==> config.mk <==
export PLATFORM = sky130hd
export DESIGN_NAME = clk_mmcm_core_flat
export DESIGN_NICKNAME = d
export VERILOG_FILES = /design/src/rtl/clk_mmcm_core_if.sv /design/src/rtl/clk_mmcm_core.sv /design/src/flat_wrapper.sv
export SDC_FILE = /design/constraint.sdc
export NUM_CORES = 1
export LEC_CHECK = 0
export ABC_AREA = 1
export CAP_MARGIN = 10
export CORE_ASPECT_RATIO = 1.5
export CORE_MARGIN = 4
export CORE_UTILIZATION = 38
export CTS_BUF_LIST = sky130_fd_sc_hd__clkbuf_8
export CTS_CLUSTER_SIZE = 40
export DETAILED_ROUTE_END_ITERATION = 10
export SYNTH_ARGS = -nofsm -noshare
export SYNTH_HDL_FRONTEND = slang
export SYNTH_SLANG_ARGS = --single-unit
==> constraint.sdc <==
create_clock -name clk -period 3.1 [get_ports clk]
set_clock_uncertainty 0.1 [all_clocks]
set_input_delay 0.31 -clock clk [delete_from_list [all_inputs] [get_ports clk]]
set_output_delay 0.31 -clock clk [all_outputs]
set_load 0.02 [all_outputs]
==> src/rtl/clk_mmcm_core_if.sv <==
// Output bundle of the fabric clock-enable generator: lock status, downstream reset
// and the divided-clock / fractional-rate strobes.
interface clk_mmcm_core_if;
   logic locked;
   logic rst_out;
   logic clk_25;
   logic ce_25;
   logic ce_frac;

   modport master (output locked, rst_out, clk_25, ce_25, ce_frac);
   modport slave  (input  locked, rst_out, clk_25, ce_25, ce_frac);
endinterface

==> src/rtl/clk_mmcm_core.sv <==
// Lock sequencer plus /DIV square wave and exact NUM/DEN fractional strobe, all held
// quiet until the lock interval elapses after a synchronous reset.
module clk_mmcm_core #(
   parameter int DIV         = 4,
   parameter int LOCK_CYCLES = 1024,
   // 27/50 of the 100 MHz board clock gives an exact 54 MHz average strobe rate
   parameter int FRAC_NUM    = 27,
   parameter int FRAC_DEN    = 50
) (
   input  logic            clk,
   input  logic            reset,
   clk_mmcm_core_if.master out_if
);
   localparam int LCW = (LOCK_CYCLES > 1) ? $clog2(LOCK_CYCLES) : 1;
   localparam int DCW = $clog2(DIV);
   localparam int AW  = $clog2(FRAC_DEN) + 1;

   localparam logic [LCW-1:0] LOCK_LAST = LCW'(LOCK_CYCLES - 1);
   localparam logic [DCW-1:0] DIV_HALF  = DCW'(DIV / 2 - 1);
   localparam logic [DCW-1:0] DIV_LAST  = DCW'(DIV - 1);
   localparam logic [AW-1:0]  NUM_W     = AW'(FRAC_NUM);
   localparam logic [AW-1:0]  DEN_W     = AW'(FRAC_DEN);

   generate
      if (DIV < 2 || (DIV % 2) != 0) begin : g_bad_div
         $error("clk_mmcm_core: DIV must be even and >= 2");
      end
      if (LOCK_CYCLES < 1) begin : g_bad_lock
         $error("clk_mmcm_core: LOCK_CYCLES must be >= 1");
      end
      if (FRAC_DEN < 1 || FRAC_NUM < 0 || FRAC_NUM > FRAC_DEN) begin : g_bad_frac
         $error("clk_mmcm_core: need FRAC_DEN >= 1 and 0 <= FRAC_NUM <= FRAC_DEN");
      end
   endgenerate

   logic [LCW-1:0] r_lock_cnt;
   logic           r_locked;
   logic           r_rst_out;
   logic [DCW-1:0] r_div_cnt;
   logic           r_clk_25;
   logic           r_ce_25;
   logic [AW-1:0]  r_acc;
   logic           r_ce_frac;

   logic [AW-1:0]  w_sum;
   logic           w_wrap;
   logic           w_div_half;
   logic           w_div_last;

   // acc < DEN and NUM <= DEN, so the sum always fits in AW bits
   assign w_sum      = r_acc + NUM_W;
   assign w_wrap     = (w_sum >= DEN_W);
   assign w_div_half = (r_div_cnt == DIV_HALF);
   assign w_div_last = (r_div_cnt == DIV_LAST);

   always_ff @(posedge clk) begin
      if (reset) begin
         r_lock_cnt <= '0;
         r_locked   <= 1'b0;
         r_rst_out  <= 1'b1;
      end else begin
         r_rst_out <= !r_locked;
         if (!r_locked) begin
            r_lock_cnt <= r_lock_cnt + 1'b1;
            r_locked   <= (r_lock_cnt == LOCK_LAST);
         end
      end
   end

   always_ff @(posedge clk) begin
      if (reset) begin
         r_div_cnt <= '0;
         r_clk_25  <= 1'b0;
         r_ce_25   <= 1'b0;
      end else if (r_locked) begin
         r_div_cnt <= w_div_last ? '0 : r_div_cnt + 1'b1;
         r_clk_25  <= r_clk_25 ^ (w_div_half | w_div_last);
         r_ce_25   <= w_div_half;
      end
   end

   always_ff @(posedge clk) begin
      if (reset) begin
         r_acc     <= '0;
         r_ce_frac <= 1'b0;
      end else if (r_locked) begin
         r_acc     <= w_wrap ? (w_sum - DEN_W) : w_sum;
         r_ce_frac <= w_wrap;
      end
   end

   assign out_if.locked  = r_locked;
   assign out_if.rst_out = r_rst_out;
   assign out_if.clk_25  = r_clk_25;
   assign out_if.ce_25   = r_ce_25;
   assign out_if.ce_frac = r_ce_frac;
endmodule

==> src/flat_wrapper.sv <==
// flat-port wrapper written by rule: the top's interface ports become plain ports
module clk_mmcm_core_flat 
#(
   parameter int DIV         = 4,
   parameter int LOCK_CYCLES = 1024,
                                                                                
   parameter int FRAC_NUM    = 27,
   parameter int FRAC_DEN    = 50
)
  (clk, reset, out_if_locked, out_if_rst_out, out_if_clk_25, out_if_ce_25, out_if_ce_frac);
  clk_mmcm_core_if out_if_i ();
  input  logic clk;
  input  logic reset;
  output wire logic [$bits(out_if_i.locked)-1:0] out_if_locked;
  output wire logic [$bits(out_if_i.rst_out)-1:0] out_if_rst_out;
  output wire logic [$bits(out_if_i.clk_25)-1:0] out_if_clk_25;
  output wire logic [$bits(out_if_i.ce_25)-1:0] out_if_ce_25;
  output wire logic [$bits(out_if_i.ce_frac)-1:0] out_if_ce_frac;
  assign out_if_locked = out_if_i.locked;
  assign out_if_rst_out = out_if_i.rst_out;
  assign out_if_clk_25 = out_if_i.clk_25;
  assign out_if_ce_25 = out_if_i.ce_25;
  assign out_if_ce_frac = out_if_i.ce_frac;
  clk_mmcm_core #(.DIV(DIV), .LOCK_CYCLES(LOCK_CYCLES), .FRAC_NUM(FRAC_NUM), .FRAC_DEN(FRAC_DEN)) u_core (.clk(clk), .reset(reset), .out_if(out_if_i));
endmodule
Word-level counts from Yosys, hierarchy flattened
Cells that the tools add are included.
- input port bits: 2
- word-level logic and storage cells: 22
- flip-flop bits (word level): 24
- multiplexer cells: 3
- order comparisons: 1
- bitwise operators: 2
- eq/ne operators: 3
- $add $sub $neg: 4
- reductions and logical operators: 1
- operators with widths (operator ; number):
    10-bit by 1-bit adder with 10-bit output, second input constant ; 1
    10-bit equality test, second input constant ; 1
    7-bit by 5-bit adder with 7-bit output, second input constant ; 1
    7-bit by 6-bit >= comparator with 1-bit output, second input constant ; 1
    7-bit 2-to-1 mux ; 1
    7-bit by 6-bit subtractor with 7-bit output, second input constant ; 1
    2-bit by 1-bit adder with 2-bit output, second input constant ; 1
    2-bit by 1-bit equality test with 1-bit output, second input constant ; 1
    2-bit equality test, second input constant ; 1
    2-bit 2-to-1 mux ; 1
    1-bit logical NOT ; 1
    1-bit 2-to-1 mux ; 1
    1-bit bitwise OR ; 1
    1-bit bitwise XOR ; 1

Logic depth before layout (Yosys ltp)
- word-level depth: 3
- gate-level depth with buffers: 14
- gate-level depth less buffers: 14

Worst setup path after synthesis
Ideal clock, no wire load.
- path kind: reg2reg
- start point: register u_core.r_acc[0]
- end point: register u_core.r_acc[3]
- arrival: 1.517 ns
- slack: 1.374 ns
- data required time: 2.891 ns
- cell stages (with the launch flop): 14
- cells stage by stage: dfxtp_1 -> inv_1 -> ha_1 -> nand2_1 -> nand2_1 -> inv_2 -> ha_1 -> nand3_2 -> nand2_4 -> nand2_4 -> nand2_1 -> nand3_1 -> nand2_1 -> inv_1
- cells in the longest elaborated chain, start to end: 3
- elaborated cells between the ends (all ways): 4
- RTL lines (what ; RTL line ; source):
    start: declaration ; clk_mmcm_core.sv:42 ; logic [AW-1:0] r_acc;
    start signal: assignment ; clk_mmcm_core.sv:87 ; r_acc <= w_wrap ? (w_sum - DEN_W) : w_sum;
    7-bit by 5-bit adder with 7-bit output * ; clk_mmcm_core.sv:51 ; assign w_sum = r_acc + NUM_W;
    named net u_core.w_sum[0] ; clk_mmcm_core.sv:45 ; logic [AW-1:0] w_sum;
    7-bit by 6-bit subtractor with 7-bit output / 7-bit by 6-bit >= comparator with 1-bit output (equally long branches) ; clk_mmcm_core.sv:87, clk_mmcm_core.sv:52 ;
    7-bit 2-to-1 mux * ; clk_mmcm_core.sv:87 ;
The timed path passes the listed nets; every way through them passes the cells marked *.
A chain may end at the register's enable or synchronous reset.

Worst setup path after layout
- start point: register u_core.r_locked, in the netlist u_core.out_if.locked
- end point: output port out_if_locked
- RTL lines (what ; RTL line ; source):
    start: declaration ; clk_mmcm_core.sv:37 ; logic r_locked;
    start signal: assignment ; clk_mmcm_core.sv:65 ; r_locked <= (r_lock_cnt == LOCK_LAST);
    end: declaration ; flat_wrapper.sv:14 ; output wire logic [$bits(out_if_i.locked)-1:0] out_if_locked;
No word-level cell between the ends.

==> flow_summary_export.csv <==
group,metric,value,unit
outcome,outcome,"complete, no violations",
critical_path,cp_max_delay_cell,"sky130_fd_sc_hd__clkdlybuf4s50_1",
critical_path,worst_ep_required_time,2.69,ns
finish,syn2layout_area_growth,11.6,%
worst_hold_path,min_delay_worst_endpoint,"u_core.out_if.clk_25$_SDFFE_PP0P_",
detailed_routing,drt-total-wl,2600,um
detailed_routing,vias,1149,
floorplanning,design.die.area,4410,um2
synthesis,synth_area_leader_cell,"sky130_fd_sc_hd__dfxtp_1",
sta,timing.final.crit_period,2.04,ns
critical_path,critical_path_class,"reg2out",
detailed_routing,avgRoutedWirePerCell,11.3,um
sta,report.final.setup_viol,0,
clocking,max-clock-path-buffers,2,
critical_path,critPathMaxStageDelay,0.71,ns
sta,transition_time_at_the_pin_with_the_least_slew_margin,0.529,ns
clocking,ctsHoldBuffers,0,
finish,final_cell_mix,"40 x sky130_fd_sc_hd__nand2_1, 24 x sky130_fd_sc_hd__dfxtp_1, 19 x sky130_fd_sc_hd__inv_1",
clocking,cts_tree,"done",
sta,grt_setup_unrepaired,"false",
detailed_routing,drt_iter0_drc,16,
detailed_routing,post-route-drc-count,0,
global_route,grt_pass1_wl,4690,um
critical_path,crit-reg2reg-capture,"u_core.r_acc[4]$_SDFFE_PP0P_",
run,max_cap_violations,0,
clocking,number_of_resized_instances_in_the_post_cts_repair_step,0,
finish,multi_input_comb_area,691,um2
global_route,first_global_vias,1139,
detailed_routing,routed_antenna_nets,0,
floorplanning,initial_core_util,0.400,
floorplanning,die_width,55.6,um
critical_path,critical_path.startpoint,"u_core.out_if.locked$_SDFF_PP0_",
finish,fin_cells,231,
clocking,clkLatencyLatePin,0.26,ns
critical_path,cp.arrival,1.63,ns
sta,maxClockFrequency,490,MHz
synthesis,most_used_dff_post_synth,"sky130_fd_sc_hd__dfxtp_1",
power,power_density,372,nW/um2
worst_hold_path,whs_path_depth,1,
clocking,cts.root.buffer_cell,"sky130_fd_sc_hd__clkbuf_8",
critical_path,worstSetupStartpointType,"flip-flop",
place,dp_cells,227,
global_route,track_usage,0.129,
synthesis,mappedNetlistArea,1290,um2
place,io_buffer_count,6,
detailed_routing,drt-vias-per-instance,4.97,
detailed_routing,drt_pass1_iterations,4,
synthesis,asyncSetResetFlopFracSynth,0,
clocking,cts_setup_buffers,0,
place,placement.cell_area,1380,um2
critical_path,worst-path-max-fanout,15,
worst_hold_path,min-delay-start,"u_core.out_if.clk_25$_SDFFE_PP0P_",
sta,tns,0,ns
worst_hold_path,hp-class,"reg2reg",
synthesis,part_of_the_yosys_area_used_for_sequential_elements,0.373,
synthesis,yosys-top-cells-area,"sky130_fd_sc_hd__dfxtp_1 37%, sky130_fd_sc_hd__nand2_1 12%, sky130_fd_sc_hd__a21oi_1 6.6%",
sta,hold_viol,0,
global_route,grt_overflow_total,0,
floorplanning,core_region_area,3220,um2
sta,maxSlewViolCount,0,
finish,fillCellCount,336,
power,fin_total_pwr,0.000535,W
place,globalplace.congestion,0.842,
clocking,cts.sink_count,24,
sta,worst_slew_margin_rel,0.647,
place,dp_hpwl,2020,um
floorplanning,floorplan.die.height,79.3,um
critical_path,setup.worst_path.end_class,"output pin",
synthesis,synth_enable_flop_cells,0,
critical_path,timing.reg2reg.setup_slack,1.12,ns
finish,layout-drive-gt1-share,0.126,
synthesis,postSynthNetCount,193,
clocking,ctsHtreeMaxLevel,1,
power,highest_ir_drop_seen_on_vdd,0.343,mV
finish,register_area,480,um2
synthesis,synth_cells,185,
floorplanning,pin_count,7,
synthesis,yosysWarningCount,0,
finish,most_common_cell_after_layout_fill_and_taps_aside,"sky130_fd_sc_hd__nand2_1",
clocking,clkTransAtPathRegs,0.08,ns
synthesis,synth_top_area_frac,0.373,
critical_path,timing.reg2reg.worst_path_depth,13,
synthesis,synth-seq-cells,24,
global_route,maximum_number_of_pins_on_one_net_before_global_route_repair,19,
global_route,antenna_found_initial,0,
critical_path,reg2reg_from,"u_core.r_acc[0]$_SDFFE_PP0P_",
synthesis,syn-mean-instance-area,6.97,um2
finish,num-nets-final,200,
finish,antenna_cells_inserted,0,
critical_path,cp_cell_sequence,"clkdlybuf4s50_1",
clocking,tritoncts.num_buffers,3,
critical_path,critical_path.top_delay_family,"buffers and inverters",
sta,period_share,0.658,
power,p_leak,0.595,nW
synthesis,synth_cell_types,26,
finish,final_cell_area,1440,um2
critical_path,cp.buffers_inverters,1,
floorplanning,placementRows,25,
metrics by stage:
stage               setup WS (ns)  utilization  hold slack, ns
floorplan                    1.37            -           0.345
global placement             1.19        0.429           0.346
detailed placement           1.12        0.429           0.347
CTS                          1.04        0.446           0.361
global route                0.972        0.446           0.403
finish                       1.06        0.446           0.365
report_power, final:
| part | leakage, nW | switching (W) | internal (W) |
|---|---|---|---|
| registers | 0.194 | 0.00000290 | 0.000311 |
| logic | 0.373 | 0.00000894 | 0.00000489 |
| clock network | 0.0288 | 0.0000939 | 0.000113 |
synthesized netlist by cell type (2+ instances only):
master                      n
sky130_fd_sc_hd__nand3_2    2
sky130_fd_sc_hd__nand4_1    3
sky130_fd_sc_hd__xnor2_1    2
sky130_fd_sc_hd__a21oi_1   17
sky130_fd_sc_hd__nand2_1   40
sky130_fd_sc_hd__nand2_4    2
sky130_fd_sc_hd__inv_2      8
sky130_fd_sc_hd__inv_1     19
sky130_fd_sc_hd__clkbuf_1   3
sky130_fd_sc_hd__dfxtp_1   24
sky130_fd_sc_hd__o21ai_1    2
sky130_fd_sc_hd__nor3_1     2
sky130_fd_sc_hd__nand3_1   16
sky130_fd_sc_hd__nand2_2    2
sky130_fd_sc_hd__o21ai_0   13
sky130_fd_sc_hd__ha_1       6
sky130_fd_sc_hd__nor2_1    15
sequential cells by signal, indices dropped and copies added, names as in the netlist:
register	count
u_core.out_if.ce_25	1
u_core.out_if.locked	1
u_core.out_if.rst_out	1
u_core.r_acc	7
u_core.r_lock_cnt	10
u_core.out_if.clk_25	1
u_core.r_div_cnt	2
u_core.out_if.ce_frac	1
worst max-delay path by stage:
stage	depth (start not counted)	slack (ns)	end
global route	13	0.97	u_core.r_acc[3]$_SDFFE_PP0P_
detailed placement	13	1.12	u_core.r_acc[4]$_SDFFE_PP0P_
finish	1	1.06	out_if_locked
floorplan	13	1.37	u_core.r_acc[3]$_SDFFE_PP0P_
CTS	1	1.04	out_if_locked
global placement	13	1.19	u_core.r_acc[4]$_SDFFE_PP0P_
cell type report:
type | instances | share of cell area
clock buffer | 4 | 0.0383
tap | 40 | 0.0348
timing repair buffer | 6 | 0.0418
inverter | 27 | 0.0705
sequential | 24 | 0.334
multi-input combinational | 130 | 0.480
logic make-up (layout without fill, tap and decap cells):
kind of cell               after synthesis  in the layout  synth area share
buffers and inverters                   31             37            0.0913
DFF                                     24             24             0.373
and+or+nand+nor                         86             86             0.314
xor gates and xnor gates                 3              3            0.0204
AOI/OAI and AO/OA                       35             35             0.144
adders and majority gates                6              6            0.0583
per-layer routing:
layer | routed length (um) | up-vias | global-route usage
met5 | 0 | - | 0
met4 | 55 | 0 | 0.0462
li1 | - | 607 | -
met1 | 1180 | 519 | 0.143
met2 | 1320 | 19 | 0.245
met3 | 47 | 4 | 0.0195
Power figures use the tool's default switching activity.
